`config.mk`:
```
export PLATFORM = sky130hd
export DESIGN_NAME = mmcm_rst_ctrl
export DESIGN_NICKNAME = d
export VERILOG_FILES = /design/src/rtl/mmcm_rst_ctrl.sv
export SDC_FILE = /design/constraint.sdc
export NUM_CORES = 1
export LEC_CHECK = 0
export BUFFER_PORTS_ARGS = -buffer_cell sky130_fd_sc_hd__buf_4
export CAP_MARGIN = 20
export CORE_MARGIN = 5
export CORE_UTILIZATION = 30
export DETAILED_ROUTE_END_ITERATION = 6
export SYNTH_ARGS = -nofsm -noshare
export SYNTH_HDL_FRONTEND = slang
export SYNTH_SLANG_ARGS = --single-unit
```
`constraint.sdc`:
```
create_clock -name clk_in -period 1.9 [get_ports clk_in]
set_input_delay 0.285 -clock clk_in [delete_from_list [all_inputs] [get_ports clk_in]]
set_output_delay 0.285 -clock clk_in [all_outputs]
set_load 0.02 [all_outputs]
```
`src/rtl/mmcm_rst_ctrl.sv`:
```
// Purpose : MMCM reset sequencer; pulses MMCM RST, waits for stable lock, then releases system reset.
// Latency : lock rise -> rst_out fall = LOCK_SYNC_STAGES+1+RELEASE_DELAY_CYCLES edges; lock loss -> rst_out = LOCK_SYNC_STAGES+1.
// Backpress: none; free-running control block with no handshake.
//
// Ports:
//   clk_in        free-running reference clock (independent of MMCM outputs)
//   rst_in        asynchronous active-high reset
//   mmcm_lock     MMCM LOCKED, asynchronous to clk_in
//   mmcm_rst      MMCM RST drive, high only in RESET_MMCM
//   rst_out       system reset, high in every state except RUN
//   ready         high only in RUN (~rst_out)
//   relock_count  saturating count of lock losses while in RUN
//   timeout_count saturating count of WAIT_LOCK timeouts
//   state         FSM state: RESET_MMCM=0, WAIT_LOCK=1, STABLE=2, RUN=3
module mmcm_rst_ctrl #(
   parameter int LOCK_SYNC_STAGES     = 3,
   parameter int MMCM_RST_CYCLES      = 16,
   parameter int LOCK_TIMEOUT_CYCLES  = 65536,
   parameter int RELEASE_DELAY_CYCLES = 256,
   parameter int CNT_WIDTH            = 16
) (
   input  logic                 clk_in,
   input  logic                 rst_in,
   input  logic                 mmcm_lock,
   output logic                 mmcm_rst,
   output logic                 rst_out,
   output logic                 ready,
   output logic [CNT_WIDTH-1:0] relock_count,
   output logic [CNT_WIDTH-1:0] timeout_count,
   output logic [1:0]           state
);

   localparam logic [1:0] ST_RESET_MMCM = 2'd0;
   localparam logic [1:0] ST_WAIT_LOCK  = 2'd1;
   localparam logic [1:0] ST_STABLE     = 2'd2;
   localparam logic [1:0] ST_RUN        = 2'd3;

   // The shared cycle counter only has to reach the largest terminal count.
   localparam int MAX_A = (MMCM_RST_CYCLES > LOCK_TIMEOUT_CYCLES) ? MMCM_RST_CYCLES : LOCK_TIMEOUT_CYCLES;
   localparam int MAX_C = (MAX_A > RELEASE_DELAY_CYCLES) ? MAX_A : RELEASE_DELAY_CYCLES;
   localparam int CW    = (MAX_C > 1) ? $clog2(MAX_C) : 1;

   localparam logic [CW-1:0] CNT_RST_LAST = CW'(MMCM_RST_CYCLES - 1);
   localparam logic [CW-1:0] CNT_TMO_LAST = CW'(LOCK_TIMEOUT_CYCLES - 1);
   localparam logic [CW-1:0] CNT_REL_LAST = CW'(RELEASE_DELAY_CYCLES - 1);

   logic [LOCK_SYNC_STAGES-1:0] sync_q;
   logic                        lock_s;
   logic [1:0]                  state_q, state_d;
   logic [CW-1:0]               cnt_q, cnt_d;
   logic [CNT_WIDTH-1:0]        relock_q, timeout_q;
   logic                        inc_relock, inc_timeout;
   logic                        mmcm_rst_q, rst_out_q;

   // Lock synchronizer: the only place mmcm_lock is sampled.
   always_ff @(posedge clk_in or posedge rst_in) begin
      if (rst_in) begin
         sync_q <= '0;
      end else begin
         sync_q <= {sync_q[LOCK_SYNC_STAGES-2:0], mmcm_lock};
      end
   end

   assign lock_s = sync_q[LOCK_SYNC_STAGES-1];

   always_comb begin
      state_d     = state_q;
      inc_relock  = 1'b0;
      inc_timeout = 1'b0;
      case (state_q)
         ST_RESET_MMCM: begin
            // lock_s is deliberately ignored while the MMCM is held in reset.
            if (cnt_q == CNT_RST_LAST) state_d = ST_WAIT_LOCK;
         end
         ST_WAIT_LOCK: begin
            // Lock takes priority over a coincident timeout.
            if (lock_s) begin
               state_d = ST_STABLE;
            end else if (cnt_q == CNT_TMO_LAST) begin
               state_d     = ST_RESET_MMCM;
               inc_timeout = 1'b1;
            end
         end
         ST_STABLE: begin
            // A glitch before release is not counted as a relock.
            if (!lock_s) begin
               state_d = ST_WAIT_LOCK;
            end else if (cnt_q == CNT_REL_LAST) begin
               state_d = ST_RUN;
            end
         end
         ST_RUN: begin
            if (!lock_s) begin
               state_d    = ST_RESET_MMCM;
               inc_relock = 1'b1;
            end
         end
         default: state_d = ST_RESET_MMCM;
      endcase
      // Counter restarts from zero on every state entry.
      cnt_d = (state_d != state_q) ? '0 : cnt_q + CW'(1);
   end

   always_ff @(posedge clk_in or posedge rst_in) begin
      if (rst_in) begin
         state_q    <= ST_RESET_MMCM;
         cnt_q      <= '0;
         mmcm_rst_q <= 1'b1;
         rst_out_q  <= 1'b1;
      end else begin
         state_q    <= state_d;
         cnt_q      <= cnt_d;
         // Outputs registered from the next state so they switch on the
         // same edge as the state register and are glitch-free.
         mmcm_rst_q <= (state_d == ST_RESET_MMCM);
         rst_out_q  <= (state_d != ST_RUN);
      end
   end

   // Saturating status counters, cleared only by rst_in.
   always_ff @(posedge clk_in or posedge rst_in) begin
      if (rst_in) begin
         relock_q  <= '0;
         timeout_q <= '0;
      end else begin
         if (inc_relock && (relock_q != '1)) relock_q <= relock_q + CNT_WIDTH'(1);
         if (inc_timeout && (timeout_q != '1)) timeout_q <= timeout_q + CNT_WIDTH'(1);
      end
   end

   assign mmcm_rst      = mmcm_rst_q;
   assign rst_out       = rst_out_q;
   assign ready         = ~rst_out_q;
   assign relock_count  = relock_q;
   assign timeout_count = timeout_q;
   assign state         = state_q;

endmodule

```
# Yosys cells after proc, flatten, opt, wreduce, memory -nomap -nowiden

Index checks and enable logic that the tools add are counted.

Add/subtract/negate cells: 3
Eq/ne operators: 10
Mux-type cells: 13
Bitwise operators: 1
Reduce and logical (&&, ||, !) cells: 4

Operators by type and width:

| kind                  | count |
|---|---|
| $add 16x1->16 const B | 3 |
| $ne 16x16->1 const B  | 2 |
| $eq 16x16->1 const B  | 1 |
| $eq 16x4->1 const B   | 1 |
| $eq 16x8->1 const B   | 1 |
| $mux 16               | 1 |
| $mux 2                | 6 |
| $pmux 2 s4            | 1 |
| $mux 1                | 5 |
| $eq 2x2->1 const B    | 2 |
| $logic_not 2->1       | 2 |
| $eq 2x1->1 const B    | 1 |
| $logic_and 1x1->1     | 2 |
| $ne 2x2->1            | 1 |
| $ne 2x2->1 const B    | 1 |
| $not 1->1             | 1 |

Register bits: 55
Input bits: 3
Output and inout bits: 37
Word-level logic and storage cells: 38

# Longest topological paths before layout

Word-level depth: 6
Gate-level depth with buffers: 7

# Worst setup path before layout

OpenSTA, ideal clock, no wires.

Kind: register to register
Start point: register timeout_q[8] (netlist: timeout_count[8])
End point: register timeout_q[2] (netlist: timeout_count[2])
Library setup time: 0.135 ns
Arrival time: 1.660 ns
Data required time: 1.765 ns
Slack: 0.105 ns
Stages on the path, launching flop included: 7
Clock period less this slack: 1.795 ns
Path through: dfrtp_1 -> and4_2 -> nand4_1 -> nor2_1 -> buf_4 -> nor3b_1 -> xor2_1

Word-level cells in the longest chain between the ends: 2

Ends and longest elaborated chain:

| element                | RTL line | source |
|---|---|---|
| from (decl)            | 51       | `logic [CNT_WIDTH-1:0] relock_q, timeout_q;` |
| from (signal assigned) | 127      | `if (inc_timeout && (timeout_q != '1)) timeout_q <= timeout_q + CNT_WIDTH'(1);` |
| $ne 16x16->1           | 127      |  |
| $logic_and 1x1->1      | 127      |  |

No other way between the ends.
A chain may end at the register's enable or synchronous reset.

# Worst setup path in the final report

Start point: register cnt_q[12]
End point: register cnt_q[3]

Word-level cells in the longest chain between the ends: 6
Elaborated cells on any way between the ends: 11

Ends and longest elaborated chain:

| element                                     | RTL line | source |
|---|---|---|
| from (decl)                                 | 50       | `logic [CW-1:0] cnt_q, cnt_d;` |
| from (signal assigned)                      | 112      | `cnt_q <= cnt_d;` |
| $eq 16x8->1 or $eq 16x16->1 (tied branches) | 88, 79   |  |
| $mux 2, on equally long branches            | 88, 79   |  |
| $mux 2, on equally long branches            | 86, 77   |  |
| $pmux 2 s4 *                                | 70       | `case (state_q)` |
| $ne 2x2->1 *                                | 101      | `cnt_d = (state_d != state_q) ? '0 : cnt_q + CW'(1);` |
| $mux 16 *                                   | 101      |  |
| net cnt_d[3]                                | 50       |  |

The timed path passes the listed nets; every way through them passes the cells marked *.

==> flow_summary_export.csv <==
group,metric,value,unit
worst_setup_path,arrival,2030,ps
route,via_per_inst,4.80,
logic_synthesis,syn_avg_cell_area,11.1,µm²
worst_setup_path,r2r-start,"cnt_q[12]",
pwr,internal_power,1.81,mW
worst_setup_path,cp_num_buf_inv,0,
pwr,ir_worst_vdd,0.313,mV
status,outcome,"finished, violations left",
clock_tree,clockRootBuffer,"clkbuf_8",
die,die_h,105,µm
global_route,antenna_found_initial,0,
pwr,p_sw_frac,0.316,
sta,timing.hold.ws,-4.25,ps
sta,rsz0062_at_grt,"true",
logic_synthesis,yosys-top-cells-count,"dfrtp_1, nor2_1, xor2_1",
logic_synthesis,synth.distinct_cells,43,
die,rows,34,
worst_setup_path,r2r_end,"cnt_q[3]",
layout,diodes,0,
die,die_area,11000,µm²
die,core_region_area,8760,µm²
sta,hold_viol,8,
route,vias,1993,
logic_synthesis,ys_warn_count,0,
worst_setup_path,critical_path_required,2070,ps
sta,setup_slack,45.1,ps
sta,slew_viol_final,0,
logic_synthesis,netlist.area_leader.share,0.490,
worst_setup_path,slowest_delay,470,ps
logic_synthesis,synthCells,245,
route,drc,0,
worst_setup_path,startpoint_type,"register",
clock_tree,cts_buffers,5,
pwr,clkPwrFrac,0.239,
logic_synthesis,synth_area,2710,µm²
worst_hold_path,min_path_type,"input pin to asynchronous set/reset pin",
logic_synthesis,synth-edff-count,0,
clock_tree,clock_sinks,55,
clock_tree,htreeDepth,2,
clock_tree,clk_latency,300,ps
sta,min_period_over_period,0.976,
placed_design,pre_cts_ws,25.6,ps
route,first_pass_iters,4,
placed_design,portBuffers,39,
sta,clock_skew,7.47,ps
sta,tightest_slew,486,ps
logic_synthesis,seq_area_frac_synth,0.509,
clock_tree,cts_tree,"yes",
sta,finalCriticalPeriod,1850,ps
layout,nets,312,
worst_setup_path,end_kind,"register",
worst_setup_path,cp_cell_sequence,"nor4_1 -> a41oi_1 -> a211o_1 -> o31ai_4 -> nor3_1",
global_route,grt_pass1_vias,1973,
status,violations,"hold timing",
worst_setup_path,crit_type,"register to register",
worst_setup_path,cp_top_family,"compound AO/OA/AOI/OAI gates",
layout,areaGrowthSynthToFinish,25.7,%
die,initial_core_util,0.309,
flow_run,drv_cap,0,
pwr,comb_power_share,0.243,
placed_design,dp_hpwl,4210,µm
sta,clock.fmax,539,MHz
route,wire_per_inst,13.6,µm
route,ant_nets,0,
worst_setup_path,cp_slowest_cell,"nor4_1",
pwr,p_leak,1.59,nW
pwr,share_seq_of_total_power,0.518,
logic_synthesis,ys_top_cells_by_area,"dfrtp_1, xor2_1, xnor2_1",
sta,final-setup-viol-count,0,
layout,final_layout_size_suffix_gt1_frac,0.326,
global_route,grt_usage,0.106,
die,io_pins,40,
logic_synthesis,ys_ff_latch,55,
route,drt_iter0_markers,101,
pwr,p_per_area,776,nW/µm²
logic_synthesis,syn-num-nets,251,
layout,fin_util,0.388,
global_route,grt-ovfl-total,0,
pwr,power.switching,834,µW
sta,slew_headroom,0.675,
placed_design,place.gp.congestion,0.849,
clock_tree,cts_buffer_depth,2,
logic_synthesis,async_flop_share,1.00,
worst_setup_path,cp_max_fo,7,
global_route,grt_max_degree,26,
logic_synthesis,yosysMostFrequentCell,"dfrtp_1",
logic_synthesis,synth_ff_type,"dfrtp_1",
route,routed_wl,5650,µm
die,dieWidth,105,µm
logic_synthesis,synth_largest_area_cell,"dfrtp_1",
worst_setup_path,reg2regPathDepth,5,
clock_tree,path_clk_slew,100,ps
global_route,grt_pass1_wl,9930,µm
worst_setup_path,r2r_setup_slack,50,ps
-- layer usage --
layer  share of wire  track usage  vias to the layer above
met4          0.0074       0.0283                        0
met3           0.043       0.0284                        4
met1            0.50        0.152                      962
met5               0            0                        -
li1                -            -                      993
met2            0.45        0.159                       34
-- worst max-delay path by stage --
stage,start,end,slack [ps],depth (start not counted)
finish,cnt_q[12],cnt_q[3],50,5
global route,cnt_q[10],timeout_count[11],-10,6
CTS,cnt_q[0],cnt_q[7],7,6
detailed placement,cnt_q[0],cnt_q[7],30,6
global placement,cnt_q[0],cnt_q[7],100,6
floorplan,timeout_count[8],timeout_count[2],100,6
-- cell families after synthesis --
logic type,after synthesis,share of synthesized area
buffers and inverters,13,0.0240
AOI/OAI and AO/OA,14,0.0425
and+or+nand+nor,117,0.269
DFF,55,0.509
adders and majority gates,3,0.0139
xor gates and xnor gates,40,0.129
muxes,3,0.0125
-- what timing repair did --
action | 4_1_cts | 5_1_grt
hold buffers | 0 | 0
resized for setup | 0 | 6
hold endpoints to repair | 0 | 0
buffers inserted | 0 | 3
setup endpoints to repair | 0 | 20
-- state kept, by name, summed over array words and instances (netlist names) --
signal and flops:
rst_out 1, timeout_count 16, cnt_q 16, state 2, relock_count 16, mmcm_rst 1
sync_q 3
-- stage by stage --
stage	hold slack (ps)	power (mW)	instances	cell area, µm²	TNS [ps]
final	-4.25	2.64	415	3400	0
after floorplan	316	1.75	245	2710	0
after CTS	5.86	2.64	412	3330	0
after global placement	331	1.96	404	3250	0
after global routing	24.3	2.82	415	3400	-17.9
after detailed placement	341	1.99	404	3250	0
-- cell usage in the layout (no fill, tap or decap), types with 6 or more instances in the layout --
| master | n |
|---|---|
| xor2_1 | 21 |
| buf_4 | 59 |
| nand3_1 | 12 |
| nand2_1 | 20 |
| nor2_1 | 24 |
| dfrtp_1 | 53 |
| nor4_2 | 6 |
| nand4_1 | 15 |
| xnor2_1 | 19 |
| nor3_2 | 8 |
-- area by class of cell --
class / instances / area, µm²
Fill cell: 876 / 5360
Inverter: 6 / 22.5
Timing Repair Buffer: 61 / 483
Tap cell: 108 / 135
Clock buffer: 6 / 72.6
Multi-Input combinational cell: 177 / 1300
Clock inverter: 2 / 12.5
Sequential cell: 55 / 1380
-- power by group through the flow --
| stage | combinational (mW) | sequential (mW) | clock [mW] |
|---|---|---|---|
| floorplan | 0.292 | 1.45 | 0 |
| global placement | 0.578 | 1.39 | 0 |
| detailed placement | 0.597 | 1.39 | 0 |
| CTS | 0.597 | 1.37 | 0.673 |
| global route | 0.706 | 1.39 | 0.721 |
| finish | 0.642 | 1.37 | 0.631 |
-- worst register-to-register path: cells and delay by family (launching register included) --
| kind | cells | cell delay (ps) |
|---|---|---|
| compound gates | 3 | 710 |
| flops | 1 | 460 |
| simple gates | 2 | 570 |
Power figures use the tool's default switching activity.
